<file path="config.mk">
export PLATFORM = sky130hd
export DESIGN_NAME = fpu_host_if
export DESIGN_NICKNAME = d
export VERILOG_FILES = /design/src/rtl/fpu_host_if.sv
export SDC_FILE = /design/constraint.sdc
export NUM_CORES = 1
export LEC_CHECK = 0
export ABC_AREA = 1
export CORE_MARGIN = 3
export CORE_UTILIZATION = 35
export DETAILED_ROUTE_END_ITERATION = 8
export GPL_TIMING_DRIVEN = 0
export SYNTH_ARGS = -nofsm -noshare
export SYNTH_HDL_FRONTEND = slang
export SYNTH_SLANG_ARGS = --single-unit
</file>
<file path="constraint.sdc">
create_clock -name clk -period 2.65 [get_ports clk]
set_clock_uncertainty 0.2 [all_clocks]
set_input_delay 0.53 -clock clk [delete_from_list [all_inputs] [get_ports clk]]
set_output_delay 0.53 -clock clk [all_outputs]
set_load 0.005 [all_outputs]
</file>
<file path="src/rtl/fpu_host_if.sv">
// Byte-serial host responder for the FPU pin set: collects opcode + two operands,
// issues them to the core, then streams the result and flags back a byte per read.
//
// state | meaning
// IDLE  | collecting opcode (cnt=0) and operand bytes (cnt=1..8)
// ISSUE | one-cycle core_start pulse
// WAIT  | waiting for core_done
// SEND  | presenting result bytes 0..3 then flags on uo_out, advanced by rd
module fpu_host_if (
   input  logic        clk,
   input  logic        rst_n,
   input  logic        ena,
   input  logic [7:0]  ui_in,
   input  logic [7:0]  uio_in,
   output logic [7:0]  uo_out,
   output logic [7:0]  uio_out,
   output logic [7:0]  uio_oe,
   output logic        core_start,
   output logic [2:0]  core_op,
   output logic [31:0] core_a,
   output logic [31:0] core_b,
   input  logic        core_done,
   input  logic [31:0] core_result,
   input  logic [4:0]  core_flags
);

   typedef enum logic [1:0] {S_IDLE, S_ISSUE, S_WAIT, S_SEND} state_t;

   state_t      state_q;
   logic [3:0]  cnt_q;
   logic [2:0]  idx_q;
   logic        err_q;
   logic        wr_prev_q;
   logic        rd_prev_q;
   logic [2:0]  op_q;
   logic [31:0] a_q;
   logic [31:0] b_q;
   logic [31:0] res_q;
   logic [4:0]  flags_q;

   logic       wr_ev;
   logic       rd_ev;
   logic [1:0] byte_sel;
   logic       unused_bits;

   assign wr_ev = ena & uio_in[0] & ~wr_prev_q;
   assign rd_ev = ena & uio_in[1] & ~rd_prev_q;
   // cnt 1..4 and 5..8 both map to byte lanes 0..3 via the low two bits minus one
   assign byte_sel = cnt_q[1:0] - 2'd1;
   assign unused_bits = ^uio_in[7:2];

   always_ff @(posedge clk or negedge rst_n) begin
      if (!rst_n) begin
         state_q   <= S_IDLE;
         cnt_q     <= 4'd0;
         idx_q     <= 3'd0;
         err_q     <= 1'b0;
         wr_prev_q <= 1'b0;
         rd_prev_q <= 1'b0;
         op_q      <= 3'd0;
         a_q       <= 32'd0;
         b_q       <= 32'd0;
         res_q     <= 32'd0;
         flags_q   <= 5'd0;
      end else if (ena) begin
         wr_prev_q <= uio_in[0];
         rd_prev_q <= uio_in[1];
         unique case (state_q)
            S_IDLE: begin
               if (wr_ev) begin
                  if (cnt_q == 4'd0) begin
                     if (|ui_in[7:3]) begin
                        err_q <= 1'b1;
                     end else begin
                        op_q  <= ui_in[2:0];
                        err_q <= 1'b0;
                        cnt_q <= 4'd1;
                     end
                  end else begin
                     if (cnt_q <= 4'd4) a_q[{byte_sel, 3'b000} +: 8] <= ui_in;
                     else               b_q[{byte_sel, 3'b000} +: 8] <= ui_in;
                     if (cnt_q == 4'd8) begin
                        cnt_q   <= 4'd0;
                        state_q <= S_ISSUE;
                     end else begin
                        cnt_q <= cnt_q + 4'd1;
                     end
                  end
               end
            end
            S_ISSUE, S_WAIT: begin
               if (wr_ev) err_q <= 1'b1;
               if (core_done) begin
                  res_q   <= core_result;
                  flags_q <= core_flags;
                  idx_q   <= 3'd0;
                  state_q <= S_SEND;
               end else begin
                  state_q <= S_WAIT;
               end
            end
            S_SEND: begin
               if (wr_ev) err_q <= 1'b1;
               if (rd_ev) begin
                  if (idx_q == 3'd4) begin
                     idx_q   <= 3'd0;
                     state_q <= S_IDLE;
                  end else begin
                     idx_q <= idx_q + 3'd1;
                  end
               end
            end
            default: state_q <= S_IDLE;
         endcase
      end
   end

   always_comb begin
      uo_out = 8'h00;
      if (state_q == S_SEND) begin
         if (idx_q[2]) uo_out = {3'b000, flags_q};
         else          uo_out = res_q[{idx_q[1:0], 3'b000} +: 8];
      end
   end

   assign uio_out    = {1'b0, err_q, (state_q == S_SEND), (state_q != S_IDLE), 4'b0000};
   assign uio_oe     = 8'hF0;
   assign core_start = (state_q == S_ISSUE);
   assign core_op    = op_q;
   assign core_a     = a_q;
   assign core_b     = b_q;

endmodule

</file>
# == Word-level counts from Yosys, hierarchy flattened ==
# Index checks and enable logic that the tools add are counted.
# op_classes
n_addsub,4
n_lt_le_gt_ge,1
eq_ne,14
shift,3
muxes,23
n_bitwise,9
n_reduce_logical,15
# ops
operator,n
$bwmux 32,2
$shift 8x7->32 const A,1
$shiftx 32x6->8,1
$shiftx 8x7->32,1
$mux 8,2
$reduce_and 5->1,3
$mux 4,3
$ne 2x2->1 const B,6
$reduce_and 4->1,3
$mux 2,5
$mux 3,3
$neg 5->7,1
$ne 2x1->1 const B,3
$pmux 2 s3,1
$pmux 3 s2,1
$reduce_and 6->1,1
$mux 1,5
$not 1->1,5
$reduce_or 5->1,1
$add 4x1->4 const B,1
$and 1x1->1,4
$eq 2x2->1 const B,2
$eq 4x4->1 const B,1
$le 4x3->1 const B,1
11 further kinds,12
# word_totals
reg_bits,116
output_inout_bits,92
word_cells,80

# == Logic depth before layout (Yosys ltp) ==
# Gate-level depths: netlist of run 1.
# logic_depth
word_depth,5
mapped_depth,10

# == Worst setup path after synthesis of run 1 ==
# OpenSTA, ideal clock, no wires.
# synth_timing
kind,flip-flop to output port
from,register idx_q[0]
to,output port uo_out[4]
arrival_ns,1.216
required_ns,1.920
slack_ns,0.704
stages_incl_launch_ff,8
n_path_buf,2
path_cell_list,dfrtp_1 -> buf_2 -> clkinv_1 -> buf_2 -> o21ai_0 -> nand2_1 -> o21ai_0 -> inv_1
# synth_via
elab_chain_cells,3
# synth_lines
item,line_no,source
from (decl),31,logic [2:0] idx_q;
from (signal assigned),109,idx_q <= idx_q + 3'd1;
$shiftx 32x6->8,122,"else uo_out = res_q[{idx_q[1:0], 3'b000} +: 8];"
$mux 8,121,"if (idx_q[2]) uo_out = {3'b000, flags_q};"
$mux 8,120,if (state_q == S_SEND) begin
to (decl),15,"output logic [7:0] uo_out,"
# Every way passes these cells.

# == Final worst setup path of run 1 ==
# layout_timing
from,register idx_q[0]
to,output port uo_out[2]
# Same word-level chain as after synthesis.

==> flow_summary_export.csv, run 1 <==
group,metric,value,unit
sta,whs,0.271,ns
cts,clk_pin_slew_worst_paths,0.06,ns
sta,rsz0062_at_grt,"true",
sta,max_freq,0.391,GHz
synthesis,syn_area,5600,um2
cts,clock_sinks,116,
floorplan,ioPinCount,149,
global_routing,grt_pass1_vias,4974,
route,wl_met2,7120,um
route,ant_nets,0,
synthesis,synth_seq_area_share,0.518,
min_path,hold_path_end,"core_a[27]",
synthesis,ys_types,28,
power_and_ir_drop,power_density,1020,nW/um2
run_status,outcome,"finished, final reports clean",
worst_setup_path,cpMostUsedCell,"nor2_1",
global_routing,grt_max_degree,60,
global_routing,antenna_found_initial,0,
route,drt-met1-wl,6940,um
power_and_ir_drop,p_total,8.11,mW
worst_setup_path,r2r_setup_slack,0.37,ns
synthesis,synth_warnings,0,
min_path,min_path_type,"reg -> reg",
layout,final_common_cell,"nand2_1",
worst_setup_path,cpPeakStageDelay,0.38,ns
route,drt_iter0_markers,233,
cts,clkLatencyLatePin,0.41,ns
sta,setup_violations,0,
synthesis,synth_largest_area_cell,"dfrtp_1",
synthesis,avgSynthCellArea,8.74,um2
worst_setup_path,path_cells,"buf_6, buf_8, nor2_1, nor2_1, o21ai_0, nand2_1, o21ai_2, inv_1, dlygate4sd2_1",
route,wl_met3,1020,um
global_routing,grt-ovfl-total,0,
place,place_congestion,0.862,
cts,cts_buffers,17,
layout,final_cell_mix,"194 x nand2_1, 120 x clkdlybuf4s50_1, 116 x dfrtp_1, 75 x nor2_1, 33 x inv_1",
worst_setup_path,cp.required,1.92,ns
worst_setup_path,startpoint_type,"register",
route,drc_errors,0,
worst_setup_path,crit_arrival,1.83,ns
worst_setup_path,worstReg2RegStart,"state_q[1]",
worst_setup_path,worst-path-buf-inv,4,
cts,htreeDepth,4,
worst_setup_path,path_max_fanout,10,
route,drtPass1Iterations,5,
route,post_drt_wl_per_cell,14.8,um
power_and_ir_drop,p_leak,3.95,nW
min_path,min_from,"core_a[27]",
power_and_ir_drop,max-vdd-ir-drop,0.623,mV
sta,min_period,2.56,ns
layout,antenna-diode-count,0,
floorplan,dieArea,17600,um2
worst_setup_path,worstRegToRegCells,8,
floorplan,initial_core_util,0.363,
cts,clk_path_buf_depth,2,
sta,period_share,0.965,
route,viasPerCell,4.69,
floorplan,die_width,133,um
synthesis,ys_ff_latch,116,
global_routing,grt_use_total,0.178,
worst_setup_path,critPathKind,"reg -> out",
floorplan,core_area,15400,um2
place,port_buffers,129,
route,dr.max_layer_used,"met4",
sta,timing.final.hold_violations,0,
floorplan,die_h,133,um
route,vias,4842,
sta,drv_slew,0,
layout,fin_nets,877,
worst_setup_path,slowest_stage,"dfrtp_1",
layout,final_layout_size_suffix_gt1_frac,0.156,
route,routed_wl,15300,um
synthesis,netlist_top_cells_area,"dfrtp_1 52%, nand2_1 13%, mux2_2 6.4%",
layout,area_growth,41.8,%
cts,cts_tree,"done",
worst_setup_path,critical-path-top-delay-family,"buffers and inverters",
floorplan,rows,45,
synthesis,syn_inst,641,
place,dpl.hpwl,11500,um
global_routing,grt_pass1_wl,25200,um
min_path,hold_depth,2,
worst_setup_path,endpoint_kind,"primary output",
synthesis,synth_top_area_share,0.518,
cts,clockRootBuffer,"clkbuf_16",
worst_setup_path,r2r-end,"res_q[26]",
flow_run,cap_viol_max_count,0,
sta,slew_headroom,0.623,
sta,worst_pin_slew,0.565,ns
[cell usage after synthesis]
cell	count
nor2_8	2
dfrtp_1	116
o21ai_0	36
mux2_2	32
nor2_4	3
xor2_1	2
nand2_2	3
nand3b_1	1
buf_6	3
nand2_4	3
nand3_1	15
nor3_1	8
nand4_1	20
conb_1	2
buf_2	7
or2_2	1
ha_1	12
clkbuf_1	8
nor2_1	77
a21oi_1	17
inv_1	34
nand2_1	194
nand3_2	3
clkinv_2	1
buf_4	16
inv_2	3
clkinv_1	2
o21ai_1	20
[sequential cells by signal, indices dropped and copies added, names as in the netlist]
register and count:
wr_prev_q 1, state_q 2, idx_q 3, flags_q 5, cnt_q 4, core_op 3, core_b 32, err_q 1
res_q 32, core_a 32, rd_prev_q 1
[cell families (layout without fill, tap and decap cells)]
| family | count (synthesis) | after routing | share of synthesized area |
|---|---|---|---|
| and+or+nand+nor | 330 | 330 | 0.255 |
| DFF | 116 | 116 | 0.518 |
| buffers and inverters | 74 | 243 | 0.0661 |
| AOI/OAI and AO/OA | 73 | 73 | 0.0652 |
| muxes | 32 | 32 | 0.0643 |
| adders and majority gates | 12 | 12 | 0.0268 |
| other | 2 | 13 | 0.00134 |
| xor gates and xnor gates | 2 | 2 | 0.00313 |
[worst max-delay path by stage]
stage	from	end	slack, ns	cells past startpoint
floorplan	idx_q[0]	uo_out[4]	0.70	7
global placement	rst_n	core_b[11]	-3.64	1
detailed placement	idx_q[0]	uo_out[4]	-0.12	8
CTS	idx_q[0]	uo_out[2]	0.03	9
global route	idx_q[0]	uo_out[2]	-0.03	9
finish	idx_q[0]	uo_out[2]	0.09	9
[repair_timing]
| item | 4_1_cts | 5_1_grt |
|---|---|---|
| setup buffers | 6 | 0 |
| resized for setup | 30 | 11 |
| endpoints found under the hold margin | 57 | 0 |
| pin swaps | 6 | 4 |
| hold buffers | 1 | 0 |
| setup endpoints to repair | 8 | 6 |
[layout make-up]
cell class,instances,area (um2)
fillers,1439,7480
flip-flops and latches,116,2900
multi-input cells,462,2400
repair buffers,137,1370
clock buffers,21,470
well taps,211,264
plain buffers,34,246
inverters,40,165
clock inverters,11,126
[routing by layer]
| metal | up-vias | global-route usage |
|---|---|---|
| met5 | - | 0 |
| met4 | 0 | 0.0566 |
| met3 | 17 | 0.0643 |
| met2 | 137 | 0.279 |
| met1 | 2307 | 0.231 |
| li1 | 2381 | - |
[metrics by stage]
stage                     setup TNS, ns  setup WS (ns)  area [um2]  std cells   util
after global placement          -421.06          -3.64        7200        992  0.467
after detailed placement         -0.283         -0.119        7230        993  0.468
after floorplan                       0          0.704        5640        652      -
after CTS                             0         0.0275        7930       1032  0.514
after global routing            -0.0802        -0.0309        7940       1032  0.515
final                                 0         0.0923        7940       1032  0.515
[tightest hold or removal path, stage by stage, from the launching register on]
cell     delay [ns]
dfrtp_1        0.34
nand2_1        0.05
nand2_1        0.04
[power breakdown]
group	internal (mW)	leakage [nW]	switching, mW
combinational	1.41	2.16	1.69
sequential	2.36	1.51	0.362
clock	1.46	0.282	0.827
total	5.23	3.95	2.88
Note: power is estimated with default switching activity, not from simulation.
==> run 2, diff against run 1 <==
--- a/config.mk
+++ b/config.mk
@@ -6,6 +6,7 @@
 export NUM_CORES = 1
 export LEC_CHECK = 0
 export ABC_AREA = 1
+export CORE_ASPECT_RATIO = 0.6
 export CORE_MARGIN = 3
 export CORE_UTILIZATION = 35
 export DETAILED_ROUTE_END_ITERATION = 8
==> run 2 against run 1 <==
Sequential power is essentially flat. First-iteration DRC count grew 26%. Count of clock-buffer cells in the layout grew 1. Worst setup slack lost 0.020 ns. Register-to-register slack lost 0.07 ns. Routed wire length grew 4.5%. Non-clock buffer count grew 1. Global-route usage grew 0.45 points. Die area grew 0.28%. Maximum frequency shrank 0.77%. Critical path type unchanged. Largest cell class unchanged. Largest power group unchanged.
==> flow_summary_export.csv, run 2 (synthesis results as in run 1) <==
group,metric,value,unit
global_routing,antenna_found_initial,0,
worst_setup_path,worstReg2RegStart,"state_q[1]",
min_path,min_path_type,"reg -> reg",
route,wl_met3,963,um
place,dp_cells,985,
place,post_dp_cell_area,7220,um2
global_routing,grt_pass1_vias,4720,
route,drtPass1Iterations,4,
layout,fin_area,8030,um2
min_path,hold_path_end,"core_a[1]",
sta,rsz0062_at_grt,"true",
worst_setup_path,path_max_fanout,7,
run_status,outcome,"finished, final reports clean",
worst_setup_path,r2r_setup_slack,0.30,ns
cts,clk_pin_slew_worst_paths,0.05,ns
layout,fin_nets,878,
worst_setup_path,r2r-end,"res_q[26]",
worst_setup_path,critical-path-top-delay-family,"buffers and inverters",
sta,tns,0,ns
layout,final_common_cell,"nand2_1",
layout,area_growth,43.4,%
sta,period_share,0.973,
cts,clock_sinks,116,
cts,clk_path_buf_depth,2,
floorplan,rows,35,
floorplan,die_h,104,um
route,dr.max_layer_used,"met4",
cts,clkLatencyLatePin,0.40,ns
cts,clockRootBuffer,"clkbuf_16",
floorplan,dieArea,17600,um2
place,port_buffers,129,
cts,cts_tree,"done",
worst_setup_path,cpMostUsedCell,"nor2_1",
floorplan,die_width,169,um
layout,post-route-util,0.518,
route,drt_iter0_markers,294,
global_routing,grt_max_degree,78,
worst_setup_path,slowest_stage,"dfrtp_1",
worst_setup_path,endpoint_kind,"primary output",
floorplan,core_area,15500,um2
layout,final_cell_mix,"194 x nand2_1, 120 x clkdlybuf4s50_1, 116 x dfrtp_1, 71 x nor2_1, 34 x inv_1",
global_routing,grt_use_total,0.182,
worst_setup_path,worstRegToRegCells,8,
route,drt-met1-wl,8290,um
route,drc_errors,0,
worst_setup_path,crit_arrival,1.85,ns
worst_setup_path,cp.required,1.92,ns
place,dpl.hpwl,12000,um
worst_setup_path,worst-path-buf-inv,4,
place,place_congestion,0.911,
sta,drv_slew,0,
sta,max_freq,0.388,GHz
layout,stdcell_count,1024,
layout,antenna-diode-count,0,
worst_setup_path,startpoint_type,"register",
global_routing,grt_pass1_wl,25300,um
global_routing,grt-ovfl-total,0,
floorplan,initial_core_util,0.361,
worst_setup_path,critPathKind,"reg -> out",
route,viasPerCell,4.78,
power_and_ir_drop,p_leak,3.99,nW
layout,final_layout_size_suffix_gt1_frac,0.161,
cts,htreeDepth,4,
route,wl_met2,6600,um
route,post_drt_wl_per_cell,15.6,um
sta,timing.final.hold_violations,0,
min_path,hold_depth,2,
sta,min_period,2.58,ns
route,vias,4891,
power_and_ir_drop,power_density,1060,nW/um2
power_and_ir_drop,max-vdd-ir-drop,0.469,mV
worst_setup_path,path_cells,"buf_6, buf_8, nor2_1, nor2_1, o21ai_0, nand2_1, o21ai_1, inv_1, dlygate4sd2_1",
flow_run,cap_viol_max_count,0,
floorplan,ioPinCount,149,
cts,cts_buffers,17,
worst_setup_path,cpPeakStageDelay,0.40,ns
route,ant_nets,0,
min_path,min_from,"core_a[1]",
sta,setup_violations,0,
sta,whs,0.271,ns
route,routed_wl,16000,um
==> run 2: what timing repair did <==
item,CTS,global route
setup buffers,5,2
hold buffers,1,0
pin swaps,3,8
endpoints found under the setup margin,8,6
endpoints found under the hold margin,39,0
resized for setup,31,20
==> run 2: cell type report <==
type	count	area, um2
timing repair buffer	138	1380
fill	1439	7470
tap	203	254
inverter	40	161
clock buffer	22	494
sequential	116	2900
buffer	34	245
clock inverter	9	173
multi-input combinational	462	2420
==> run 2: how the worst max path moves through the flow <==
| stage | to | startpoint | cells after the start | slack [ns] |
|---|---|---|---|---|
| after floorplan | uo_out[4] | idx_q[0] | 7 | 0.70 |
| after global placement | core_a[1] | rst_n | 1 | -3.60 |
| after detailed placement | uo_out[4] | idx_q[0] | 8 | -0.17 |
| after CTS | uo_out[1] | idx_q[0] | 9 | 0.01 |
| after global routing | uo_out[4] | idx_q[0] | 8 | -0.002 |
| final | uo_out[2] | idx_q[0] | 9 | 0.07 |
==> run 2: per-stage QoR <==
step                total power [mW]  setup WS (ns)
finish                          8.51         0.0724
global route                    9.04       -0.00187
CTS                             8.47         0.0146
detailed placement              5.75         -0.174
global placement                5.66          -3.60
floorplan                       4.41          0.704
==> run 2: routing by layer <==
layer	vias to the layer above	track usage
li1	2391	-
met1	2346	0.279
met2	141	0.250
met3	13	0.0524
met4	0	0.0484
met5	-	0
==> run 2: tightest hold or removal path: cells and delay by family, from the launching register on <==
family | cells | cell delay (ns)
AND/OR/NAND/NOR | 2 | 0.10
flip-flops | 1 | 0.34
==> run 2: report_power, final <==
group | switching [mW] | internal [mW]
Sequential | 0.386 | 2.36
Clock | 0.805 | 1.78
Combinational | 1.74 | 1.43
==> run 3, diff against run 2 <==
==> constraint.sdc (replaced) <==
create_clock -name clk -period 2.65 [get_ports clk]
set_clock_uncertainty 0.2 [all_clocks]
set_input_delay 0.53 -clock clk [delete_from_list [all_inputs] [get_ports clk]]
set_output_delay 0.53 -clock clk [all_outputs]
set_load 0.01 [all_outputs]
==> run 3 against run 2 <==
Via count is 0.47% lower. Non-clock buffer count is 4 lower. Utilization is 0.40 points lower. Total power is 0.57% higher. Sequential power hardly changed. Global-route usage is 0.097 points lower. Flip-flop and latch count stayed put. Final area is 0.76% lower. Largest cell class unchanged.
==> flow_summary_export.csv, run 3 (synthesis results as in run 1) <==
group,metric,value,unit
route,drtPass1Iterations,5,
route,drt_iter0_markers,282,
worst_setup_path,worstRegToRegCells,7,
route,routed_wl,15900,um
cts,htreeDepth,4,
min_path,min_path_type,"reg -> reg",
min_path,hold_depth,2,
sta,min_period,2.55,ns
global_routing,grt-ovfl-total,0,
cts,cts_buffers,17,
worst_setup_path,path_cells,"ha_4, inv_1, or2_4, a21oi_1, clkdlybuf4s15_2",
worst_setup_path,worstReg2RegStart,"state_q[1]",
layout,post-route-util,0.514,
route,ant_nets,0,
floorplan,die_h,104,um
route,dr.max_layer_used,"met4",
floorplan,ioPinCount,149,
worst_setup_path,endpoint_kind,"primary output",
worst_setup_path,startpoint_type,"register",
layout,fin_nets,874,
place,dpl.hpwl,12000,um
layout,area_growth,42.3,%
global_routing,grt_max_degree,78,
sta,drv_slew,0,
flow_run,cap_viol_max_count,0,
worst_setup_path,slowest_stage,"dfrtp_1",
route,wl_met2,6530,um
layout,final_common_cell,"nand2_1",
global_routing,grt_pass1_vias,4690,
power_and_ir_drop,power_density,1070,nW/um2
floorplan,rows,35,
global_routing,grt_pass1_wl,25100,um
floorplan,core_area,15500,um2
cts,clkLatencyLatePin,0.40,ns
sta,setup_violations,0,
power_and_ir_drop,p_leak,3.96,nW
worst_setup_path,crit_arrival,1.82,ns
worst_setup_path,r2r-end,"res_q[26]",
worst_setup_path,cpPeakStageDelay,0.41,ns
worst_setup_path,r2r_setup_slack,0.40,ns
global_routing,antenna_found_initial,0,
sta,max_freq,0.392,GHz
run_status,outcome,"finished, final reports clean",
power_and_ir_drop,max-vdd-ir-drop,0.501,mV
sta,timing.final.hold_violations,0,
place,port_buffers,129,
worst_setup_path,path_max_fanout,8,
floorplan,initial_core_util,0.361,
floorplan,die_width,169,um
sta,rsz0062_at_grt,"false",
cts,clk_path_buf_depth,2,
cts,clk_pin_slew_worst_paths,0.05,ns
route,vias,4868,
place,dp_cells,985,
layout,stdcell_count,1020,
power_and_ir_drop,p_total,8.55,mW
min_path,min_from,"core_a[1]",
cts,clock_sinks,116,
layout,final_layout_size_suffix_gt1_frac,0.155,
cts,cts_tree,"done",
route,drc_errors,0,
worst_setup_path,worst-path-buf-inv,2,
worst_setup_path,cp.required,1.92,ns
sta,period_share,0.963,
floorplan,dieArea,17600,um2
worst_setup_path,critical_path.startpoint,"state_q[1]",
min_path,hold_path_end,"core_a[1]",
route,post_drt_wl_per_cell,15.6,um
place,place_congestion,0.911,
worst_setup_path,critPathKind,"reg -> out",
cts,clockRootBuffer,"clkbuf_16",
layout,antenna-diode-count,0,
route,drt-met1-wl,8140,um
sta,tns,0,ns
worst_setup_path,critical-path-top-delay-family,"flip-flops",
layout,final_cell_mix,"194 x nand2_1, 120 x clkdlybuf4s50_1, 115 x dfrtp_1, 76 x nor2_1, 34 x inv_1",
route,viasPerCell,4.77,
route,wl_met3,1050,um
global_routing,grt_use_total,0.181,
run 3: changes by cell type in the layout (fill, tap and decap cells not counted), moves of 2 or more:
cell	delta
clkbuf_2	+4
nor2_2	-3
clkdlybuf4s15_1	-2
nor2_1	+5
o21ai_0	+2
nor2_4	-2
dlygate4sd2_1	-3
buf_4	-5
run 3: power by group:
group | leakage (nW) | internal (mW) | total (mW) | switching, mW
clock network | 0.328 | 1.78 | 2.58 | 0.796
logic | 2.13 | 1.39 | 3.23 | 1.84
registers | 1.51 | 2.37 | 2.74 | 0.379
total | 3.96 | 5.54 | 8.55 | 3.01
run 3: repair_timing:
action	in CTS	in global routing
hold buffers	1	0
gates resized for setup	33	15
pin swaps	3	3
buffers inserted	2	1
endpoints found under the hold margin	39	0
endpoints found under the setup margin	8	8
run 3: worst reg2reg max path, stage by stage (launching register included):
cell and delay [ns]:
dfrtp_1 0.41, inv_1 0.10, ha_1 0.33, nand2_1 0.10, inv_1 0.05, nand2_1 0.22
buf_2 0.34, mux2_2 0.38
run 3: through the flow:
stage	setup WS, ns	hold WS (ns)	cell area [um2]
after floorplan	0.613	0.0344	5640
after global placement	-3.60	0.259	7190
after detailed placement	-0.208	0.264	7220
after CTS	0.00727	0.278	7960
after global routing	0.00479	0.293	7970
final	0.0990	0.271	7970
run 3: final cells by class:
class                   count  area, um2
clock inverters             9        173
repair buffers            134       1340
inverters                  40        161
plain buffers              34        248
flip-flops and latches    116       2900
fillers                  1436       7530
clock buffers              22        494
multi-input cells         462       2390
well taps                 203        254
run 3: worst max-delay path by stage:
stage	to	slack [ns]	cells after the start
global route	uo_out[7]	0.005	5
global placement	core_a[1]	-3.60	1
finish	uo_out[7]	0.1	5
floorplan	uo_out[5]	0.61	4
detailed placement	uo_out[4]	-0.21	8
CTS	uo_out[4]	0.007	8
run 3: metal layers:
metal  up-vias  track usage
li1       2381            -
met1      2325        0.279
met2       146        0.246
met3        16       0.0524
met4         0       0.0478
met5         -            0
==> edit: new RTL, flow settings as in run 1 <==
Re-encode `state_t` (4 states) as Gray code, 2 bits wide.
--- a/src/rtl/fpu_host_if.sv
+++ b/src/rtl/fpu_host_if.sv
@@ -26,3 +26,3 @@
 
-   typedef enum logic [1:0] {S_IDLE, S_ISSUE, S_WAIT, S_SEND} state_t;
+   typedef enum logic [1:0] {S_IDLE = 2'b00, S_ISSUE = 2'b01, S_WAIT = 2'b11, S_SEND = 2'b10} state_t;
 
Behaviour: no difference found for any inputs over 4 cycles, from zero or initial values and one cycle with rst_n low; so few cycles prove little.
==> edit against run 1 <==
- total power fell by 5.7%
- sequential cell count is the same
- setup slack improved by 0.0013 ns
- count of clock-buffer cells in the layout fell by 2
- cell count fell by 0.58%
- wire length is 1.5% higher
- synthesized area decreased by 0.85%
- sequential power fell by 4%
- sequential share of layout area is 0.34 points higher
- final area shrank 0.93%
==> edit: results (changes against run 1) <==
| Metric | Value |
|---|---|
| Area delta synth->final | 41.7% (was 41.8%) |
| Area contributors post-synth | dfrtp_1 52%, nand2_1 14%, mux2_2 7.5%, nor2_1 5.1%, nand4_1 2.8% (was dfrtp_1 52%, nand2_1 13%, mux2_2 6.4%, nor2_1 5.2%, o21ai_0 3.2%) |
| # resized after CTS | 32 (was 30) |
| Number of port buffers | 128 (was 129) |
| Nets | 867 (was 877) |
| Top post-synthesis cells by count | 213 x nand2_1, 116 x dfrtp_1, 75 x nor2_1, 37 x mux2_2, 30 x inv_1 (was 194 x nand2_1, 116 x dfrtp_1, 77 x nor2_1, 36 x o21ai_0, 34 x inv_1) |
| Psw | 2770 uW (was 2880 uW) |
| First-pass GRT wire length | 25.7 mm (was 25.2 mm) |
| Xor/xnor share of the synthesized area | 0% (was 0.313%) |
| R2R depth | 9 (was 8) |
| Drt wl/cell | 15.1 um (was 14.8 um) |
| Critical Path Max Stage Delay | 0.36 ns (was 0.38 ns) |
| Final Cycle Share | 96.5% (about the same) |
| Dpl cells | 984 (was 993) |
| Hold Startpoint | ena (was core_a[27]$_DFFE_PN0P_) |
| Seq/total area | 36.9% (was 36.5%) |
| Mux cell area share after synthesis | 7.50% (was 6.43%) |
| Status | finished, final reports clean (unchanged) |
| Total track usage | 18.5% (was 17.8%) |
| Clkbuf count | 19 (was 21) |
| Critical R2R Capture | core_a[23]$_DFFE_PN0P_ (was res_q[26]$_DFFE_PN0P_) |
| Post-CTS Setup Bufs | 9 (was 6) |
| Final-layout non-clock buffer area share | 20.7% (was 20.3%) |
| Largest net degree at the start of global routing | 92 (was 60) |
| Register area share after synthesis | 52.3% (was 51.8%) |
| Vias in the first global route | 5,022 (was 4,974) |
edit: cell count changes after synthesis, moves of 5 or more:
cell            run 1  this run
o21ai_1            20         0
nand2_1           194       213
a21oi_1            17         6
mux2_2             32        37
nand3_1            15        22
o21ai_0            36        27
nand4_1            20        25
edit: layer usage:
| metal | up-vias | wire [um] | part of all wire, % | GRT usage [%] |
|---|---|---|---|---|
| li1 | 2357 | - | - | - |
| met1 | 2288 | 7060 | 45 | 24.0 |
| met2 | 166 | 7270 | 47 | 29.5 |
| met3 | 13 | 1070 | 6.9 | 6.22 |
| met4 | 0 | 127 | 0.82 | 5.31 |
| met5 | - | 0 | 0 | 0 |
edit: worst max-delay path: cells and delay by family (launching register included):
family / cells / cell delay (ns)
AO/OA/AOI/OAI: 1 / 0.14
buffers and inverters: 6 / 0.73
flip-flops: 1 / 0.36
AND/OR/NAND/NOR: 2 / 0.17
